===== config.mk =====
export PLATFORM = sky130hd
export DESIGN_NAME = panel_key_editor
export DESIGN_NICKNAME = d
export VERILOG_FILES = /design/src/rtl/panel_key_editor.sv
export SDC_FILE = /design/constraint.sdc
export NUM_CORES = 1
export LEC_CHECK = 0
export BUFFER_PORTS_ARGS = -buffer_cell sky130_fd_sc_hd__buf_2
export CORE_UTILIZATION = 64
export CTS_BUF_LIST = sky130_fd_sc_hd__clkbuf_4
export CTS_CLUSTER_DIAMETER = 50
export CTS_CLUSTER_SIZE = 12
export DETAILED_ROUTE_END_ITERATION = 10
export PLACE_DENSITY = 0.92
export REMOVE_ABC_BUFFERS = 1
export SETUP_SLACK_MARGIN = 0.4
export SLEW_MARGIN = 30
export SYNTH_ARGS = -nofsm -noshare
export SYNTH_HDL_FRONTEND = slang
export SYNTH_SLANG_ARGS = --single-unit

===== constraint.sdc =====
create_clock -name clk -period 3.18 [get_ports clk]
set_input_delay 0.159 -clock clk [delete_from_list [all_inputs] [get_ports clk]]
set_output_delay 0.159 -clock clk [all_outputs]
set_load 0.02 [all_outputs]

===== src/rtl/panel_key_editor.sv =====
// panel_key_editor
//   Front-panel input block. Synchronizes and debounces the five push
//   buttons and turns each debounced press into a single-cycle event.
//   Up and down auto-repeat while they are held. The events edit a
//   4-digit BCD value under a digit cursor, and center commits that value.
//
// Ports
//   clk        in   system clock (single domain)
//   rst_n      in   synchronous active-low reset
//   btn[4:0]   in   raw buttons, active-high: up, down, left, right, center
//   key_pulse  out  one-cycle press/repeat events, same bit order as btn
//   number     out  live edit value, 4 BCD digits, [3:0] = digit 0
//   cursor     out  index of the digit under edit
//   committed  out  value latched by the last center press
//   commit     out  one-cycle strobe, coincident with the committed update

// ---------------------------------------------------------------------------
// panel_key_lane
//   One button: 2-FF synchronizer, debounce counter, rising-edge detect and,
//   when RPT_EN is set, an auto-repeat FSM.
//
// Ports
//   clk, rst_n  clock and synchronous active-low reset
//   btn_i       raw asynchronous button level
//   pulse_o     registered one-cycle event
// ---------------------------------------------------------------------------
module panel_key_lane #(
  parameter int DB_CYCLES  = 2_000_000,
  parameter int RPT_DELAY  = 50_000_000,
  parameter int RPT_PERIOD = 10_000_000,
  parameter bit RPT_EN     = 1'b0
) (
  input  logic clk,
  input  logic rst_n,
  input  logic btn_i,
  output logic pulse_o
);
  localparam int DB_W = (DB_CYCLES > 1) ? $clog2(DB_CYCLES) : 1;

  logic            sync1_q, sync2_q;
  logic            deb_q, deb_d, deb_prev_q;
  logic [DB_W-1:0] db_cnt_q, db_cnt_d;
  logic            press;
  logic            pulse_q, pulse_d;

  // Counter only runs while the synchronized level disagrees with the
  // debounced one, so any glitch shorter than DB_CYCLES resets it.
  always_comb begin
    deb_d    = deb_q;
    db_cnt_d = '0;
    if (sync2_q != deb_q) begin
      if (db_cnt_q == DB_W'(DB_CYCLES - 1)) deb_d = sync2_q;
      else                                  db_cnt_d = db_cnt_q + 1'b1;
    end
  end

  assign press = deb_q & ~deb_prev_q;

  always_ff @(posedge clk) begin
    if (!rst_n) begin
      sync1_q    <= 1'b0;
      sync2_q    <= 1'b0;
      deb_q      <= 1'b0;
      deb_prev_q <= 1'b0;
      db_cnt_q   <= '0;
      pulse_q    <= 1'b0;
    end else begin
      sync1_q    <= btn_i;
      sync2_q    <= sync1_q;
      deb_q      <= deb_d;
      deb_prev_q <= deb_q;
      db_cnt_q   <= db_cnt_d;
      pulse_q    <= pulse_d;
    end
  end

  generate
    if (RPT_EN) begin : g_rpt
      localparam logic [1:0] S_IDLE   = 2'd0;
      localparam logic [1:0] S_DELAY  = 2'd1;
      localparam logic [1:0] S_REPEAT = 2'd2;
      localparam int RPT_MAX = (RPT_DELAY > RPT_PERIOD) ? RPT_DELAY : RPT_PERIOD;
      localparam int RPT_W   = (RPT_MAX > 1) ? $clog2(RPT_MAX) : 1;

      logic [1:0]       state_q, state_d;
      logic [RPT_W-1:0] rcnt_q, rcnt_d;

      // Release is checked before the count so a pulse is never emitted in
      // the cycle the debounced level is seen low.
      always_comb begin
        state_d = state_q;
        rcnt_d  = rcnt_q;
        pulse_d = 1'b0;
        case (state_q)
          S_IDLE: begin
            if (press) begin
              pulse_d = 1'b1;
              state_d = S_DELAY;
              rcnt_d  = '0;
            end
          end
          S_DELAY: begin
            if (!deb_q) begin
              state_d = S_IDLE;
              rcnt_d  = '0;
            end else if (rcnt_q == RPT_W'(RPT_DELAY - 1)) begin
              pulse_d = 1'b1;
              state_d = S_REPEAT;
              rcnt_d  = '0;
            end else begin
              rcnt_d  = rcnt_q + 1'b1;
            end
          end
          S_REPEAT: begin
            if (!deb_q) begin
              state_d = S_IDLE;
              rcnt_d  = '0;
            end else if (rcnt_q == RPT_W'(RPT_PERIOD - 1)) begin
              pulse_d = 1'b1;
              rcnt_d  = '0;
            end else begin
              rcnt_d  = rcnt_q + 1'b1;
            end
          end
          default: begin
            state_d = S_IDLE;
            rcnt_d  = '0;
          end
        endcase
      end

      always_ff @(posedge clk) begin
        if (!rst_n) begin
          state_q <= S_IDLE;
          rcnt_q  <= '0;
        end else begin
          state_q <= state_d;
          rcnt_q  <= rcnt_d;
        end
      end
    end else begin : g_once
      assign pulse_d = press;
    end
  endgenerate

  assign pulse_o = pulse_q;
endmodule

// ---------------------------------------------------------------------------
// panel_key_editor (top)
// ---------------------------------------------------------------------------
module panel_key_editor #(
  parameter int DB_CYCLES  = 2_000_000,
  parameter int RPT_DELAY  = 50_000_000,
  parameter int RPT_PERIOD = 10_000_000
) (
  input  logic        clk,
  input  logic        rst_n,
  input  logic [4:0]  btn,
  output logic [4:0]  key_pulse,
  output logic [15:0] number,
  output logic [1:0]  cursor,
  output logic [15:0] committed,
  output logic        commit
);
  localparam int NUM_KEYS = 5;
  localparam int K_UP = 0, K_DN = 1, K_LT = 2, K_RT = 3, K_CT = 4;

  logic [NUM_KEYS-1:0] kp;

  // Only up/down (lanes 0 and 1) get auto-repeat.
  generate
    for (genvar i = 0; i < NUM_KEYS; i++) begin : g_key
      panel_key_lane #(
        .DB_CYCLES (DB_CYCLES),
        .RPT_DELAY (RPT_DELAY),
        .RPT_PERIOD(RPT_PERIOD),
        .RPT_EN    (i < 2)
      ) u_lane (
        .clk    (clk),
        .rst_n  (rst_n),
        .btn_i  (btn[i]),
        .pulse_o(kp[i])
      );
    end
  endgenerate

  logic [15:0] number_q, number_d;
  logic [1:0]  cursor_q, cursor_d;
  logic [15:0] committed_q, committed_d;
  logic        commit_q, commit_d;
  logic [3:0]  cur_dig;

  assign cur_dig = number_q[{cursor_q, 2'b00} +: 4];

  // One action per cycle, center > up > down > left > right; losers are
  // dropped. Digits wrap independently so number stays valid BCD.
  always_comb begin
    number_d    = number_q;
    cursor_d    = cursor_q;
    committed_d = committed_q;
    commit_d    = 1'b0;
    if (kp[K_CT]) begin
      committed_d = number_q;
      commit_d    = 1'b1;
    end else if (kp[K_UP]) begin
      number_d[{cursor_q, 2'b00} +: 4] = (cur_dig == 4'd9) ? 4'd0 : cur_dig + 4'd1;
    end else if (kp[K_DN]) begin
      number_d[{cursor_q, 2'b00} +: 4] = (cur_dig == 4'd0) ? 4'd9 : cur_dig - 4'd1;
    end else if (kp[K_LT]) begin
      cursor_d = cursor_q + 2'd1;
    end else if (kp[K_RT]) begin
      cursor_d = cursor_q - 2'd1;
    end
  end

  always_ff @(posedge clk) begin
    if (!rst_n) begin
      number_q    <= '0;
      cursor_q    <= '0;
      committed_q <= '0;
      commit_q    <= 1'b0;
    end else begin
      number_q    <= number_d;
      cursor_q    <= cursor_d;
      committed_q <= committed_d;
      commit_q    <= commit_d;
    end
  end

  assign key_pulse = kp;
  assign number    = number_q;
  assign cursor    = cursor_q;
  assign committed = committed_q;
  assign commit    = commit_q;
endmodule


==> flow_metrics.env <==
export IMPL_finalClockSkew_ns=0.0276
export IMPL_drv_cap=0
export IMPL_synth_ff_type="dfxtp_1"
export IMPL_period_minus_slack_ns=2.55
export IMPL_grt_max_degree=35
export IMPL_rr_endpoint="number[1]"
export IMPL_intPower_mw=3.73
export IMPL_drt_first_iter_violations=517
export IMPL_p_sw_mw=1.01
export IMPL_cp_startpoint="cursor[0]"
export IMPL_cp_max_fo=13
export IMPL_root_buffer="clkbuf_4"
export IMPL_hp_start="btn[3]"
export IMPL_timing_final_crit_share=0.803
export IMPL_clk_latency_ns=0.66
export IMPL_setup_slack_ns=0.627
export IMPL_globalplace_congestion=0.866
export IMPL_drv_slew=0
export IMPL_grt_usage=0.233
export IMPL_async_flop_share=0
export IMPL_r2r_start="cursor[0]"
export IMPL_synth_avg_cell_area_um2=8.89
export IMPL_power_frac_comb=0.027
export IMPL_clockBufferDepth=3
export IMPL_startpoint_type="flop"
export IMPL_ys_top_cells_by_count="dfxtp_1 (221), nor2_1 (188), nand2_1 (87)"
export IMPL_clkPwrFrac=0.385
export IMPL_numCtsBuffers=25
export IMPL_dr_wl_met3_um=785
export IMPL_top_layer="met4"
export IMPL_coreArea_um2=15100
export IMPL_post_route_util=0.707
export IMPL_grt_ovfl_total=0
export IMPL_cts_sinks=221
export IMPL_synth_seq_area_share=0.447
export IMPL_timing_worst_setup_path_type="flop to flop"
export IMPL_hpwl_mm=12.8
export IMPL_synth_cell_types=67
export IMPL_synth_simple_area_share=0.295
export IMPL_grt_pass1_wl_mm=31.7
export IMPL_finalHoldViolCount=0
export IMPL_synth_top_family_by_area="simple AND/OR/NAND/NOR gates"
export IMPL_synthToLayoutAreaGrowth_pct=8.33
export IMPL_swShare=0.213
export IMPL_vias=7750
export IMPL_ir_drop_mv=0.343
export IMPL_grt_pass1_vias=7191
export IMPL_worst_pin_slew_ns=0.790
export IMPL_seq_power_share=0.588
export IMPL_max_freq_mhz=392
export IMPL_post_route_drc_count=0
export IMPL_wl_met2_mm=8.73
export IMPL_fillCellCount=1096
export IMPL_wl_per_cell_um=13.6
export IMPL_setup_violations_final=0
export IMPL_fin_setup_tns_ns=0
export IMPL_cts_tree="done"
export IMPL_worstPathRequired_ns=3.74
export IMPL_yosysMostFrequentCell="dfxtp_1"
export IMPL_rows=45
export IMPL_slew_headroom=0.472
export IMPL_port_buffers=46
export IMPL_yosys_area_top_type_share=0.447
export IMPL_ys_warnings_count=0
export IMPL_total_power_mw=4.74
export IMPL_antenna_left=0
export IMPL_die_area_um2=16000
export IMPL_rsz0062_at_grt="no"
export IMPL_nets=1188
export IMPL_p_per_area_nw_per_um2=442
export IMPL_rrSetupSlack_ns=0.63
export IMPL_ys_seq_elements=221
export IMPL_place_ws_ns=0.520
export IMPL_regArea_um2=4430
export IMPL_status="completed"
export IMPL_synth_edf_count=0
export IMPL_start_util=0.653
export IMPL_synth_area_um2=9890
export IMPL_synth_top_area_cell="dfxtp_1"
export IMPL_hold_path_class="input port to flop"
export IMPL_synthAdderAreaFrac=0.0278
export IMPL_m1WireLength_mm=8.41
export IMPL_synth_xor_area_frac=0.126
export IMPL_drive_gt1_frac=0.0966
export IMPL_multi_input_area_um2=5210
export IMPL_path_clk_slew_ns=0.12
export IMPL_synth_mux_area_frac=0.0350
export IMPL_ioPinCount=47
export IMPL_synth_area_leaders="dfxtp_1 (45%), xor2_1 (7.3%), nor2_1 (7.1%), xnor2_1 (5.3%), nand3_1 (4.2%)"
export IMPL_synthCells=1112
export IMPL_htree_num_levels=1
export IMPL_dieHeight_um=126
export IMPL_worstSetupEndpointType="flop"
export IMPL_rr_worst_depth=7
export IMPL_synth_compound_area_frac=0.0434
export IMPL_routed_wl_mm=18.4
export IMPL_crit_arrival_ns=3.12
export IMPL_crit_end="number[1]"
export IMPL_fp_dieW_um=126
export IMPL_vias_per_cell=5.70
export IMPL_drtPass1Iterations=7
export IMPL_leakage_nw=3.72
export IMPL_grt_antenna_before_repair=1
[stage by stage]
| stage | area (um^2) | hold WS, ns | cells |
|---|---|---|---|
| 5_1_grt | 10700 | 0.225 | 1359 |
| 6_report | 10700 | 0.254 | 1359 |
| 2_1_floorplan | 9720 | 0.281 | 1074 |
| 4_1_cts | 10700 | 0.204 | 1358 |
| 3_5_place_dp | 10200 | 0.371 | 1314 |
| 3_3_place_gp | 10200 | 0.373 | 1314 |
[worst min path at each step]
| stage | end | slack (ns) | cells past startpoint |
|---|---|---|---|
| 6_report | g_key[3].u_lane.sync1_q | 0.25 | 3 |
| 3_5_place_dp | g_key[3].u_lane.sync1_q | 0.37 | 2 |
| 3_3_place_gp | g_key[2].u_lane.sync1_q | 0.37 | 2 |
| 4_1_cts | g_key[3].u_lane.sync1_q | 0.20 | 3 |
| 2_1_floorplan | cursor[0] | 0.28 | 1 |
| 5_1_grt | g_key[3].u_lane.sync1_q | 0.23 | 3 |
[cells in the final DEF, fill, tap and decap left out, types with 3 or more instances in the layout]
master and count:
and2_1 24, bufinv_16 6, nor4_1 9, buf_4 6
nand3b_1 3, or2_2 3, nor3_1 24, nor4b_1 8
nand2b_1 6, xor2_1 82, or3_1 3, o21ai_0 19
nand4_1 47, nand3_1 82, nand2_1 87, nor3b_1 10
a21boi_0 8, dlygate4sd3_1 6, xnor2_1 60, clkbuf_4 27
inv_1 24, and4_1 12, nor2b_1 33, nor2_1 188
ha_1 22, mux4_2 4, mux2i_1 23, buf_2 46
and3_1 19, a21oi_1 11, dfxtp_1 220
[final cells by class]
type                       instances  share of cell area
clock buffer                      27              0.0189
tap                              188              0.0220
clock inverter                    11              0.0196
antenna                            1            0.000234
sequential                       221               0.413
multi-input combinational        829               0.486
timing repair buffer              58              0.0313
inverter                          24             0.00841
[registers in the layout, indices dropped and copies added, names as in the netlist]
register                    count
g_key.u_lane.db_cnt_q         105
g_key.u_lane.g_rpt.rcnt_q      52
committed                      16
number                         16
g_key.u_lane.deb_prev_q         5
g_key.u_lane.deb_q              5
g_key.u_lane.pulse_o            5
g_key.u_lane.sync1_q            5
g_key.u_lane.sync2_q            5
g_key.u_lane.g_rpt.state_q      4
cursor                          2
commit                          1
[logic make-up (layout without fill, tap and decap cells)]
logic type,count (synthesis),in the layout
buffers and inverters,62,120
AO/OA/AOI/OAI,62,62
AND/OR/NAND/NOR,574,574
multiplexers,29,29
flip-flops,221,221
XOR/XNOR,142,142
adder cells (fa/ha/maj),22,22
other,0,1
[timing repair]
| item | in CTS | in global routing |
|---|---|---|
| buffers inserted | 0 | 0 |
| hold endpoints to repair | 17 | 0 |
| hold buffers | 6 | 0 |
| pin swaps | 0 | 0 |
| resized for setup | 1 | 1 |
| setup endpoints to repair | 1 | 1 |
[routing by layer]
layer / vias up / GRT usage
li1: 3887 / -
met1: 3616 / 0.299
met2: 200 / 0.397
met3: 47 / 0.0375
met4: 0 / 0.0872
met5: - / 0
[critical path, stage by stage (launching register included)]
cell      delay [ns]
dfxtp_4         0.47
mux4_2          0.60
inv_1           0.13
ha_1            0.25
nor3_1          0.19
a31oi_1         0.09
or4_1           0.51
a21boi_0        0.23
[power by group through the flow]
stage	clock, mW	combinational (mW)	sequential, mW
after global placement	0	0.117	2.85
after CTS	1.87	0.127	2.79
after detailed placement	0	0.120	2.85
final	1.82	0.128	2.79
after floorplan	0	0.0758	2.85
after global routing	1.98	0.141	2.79
(Power assumes the default switching activity.)
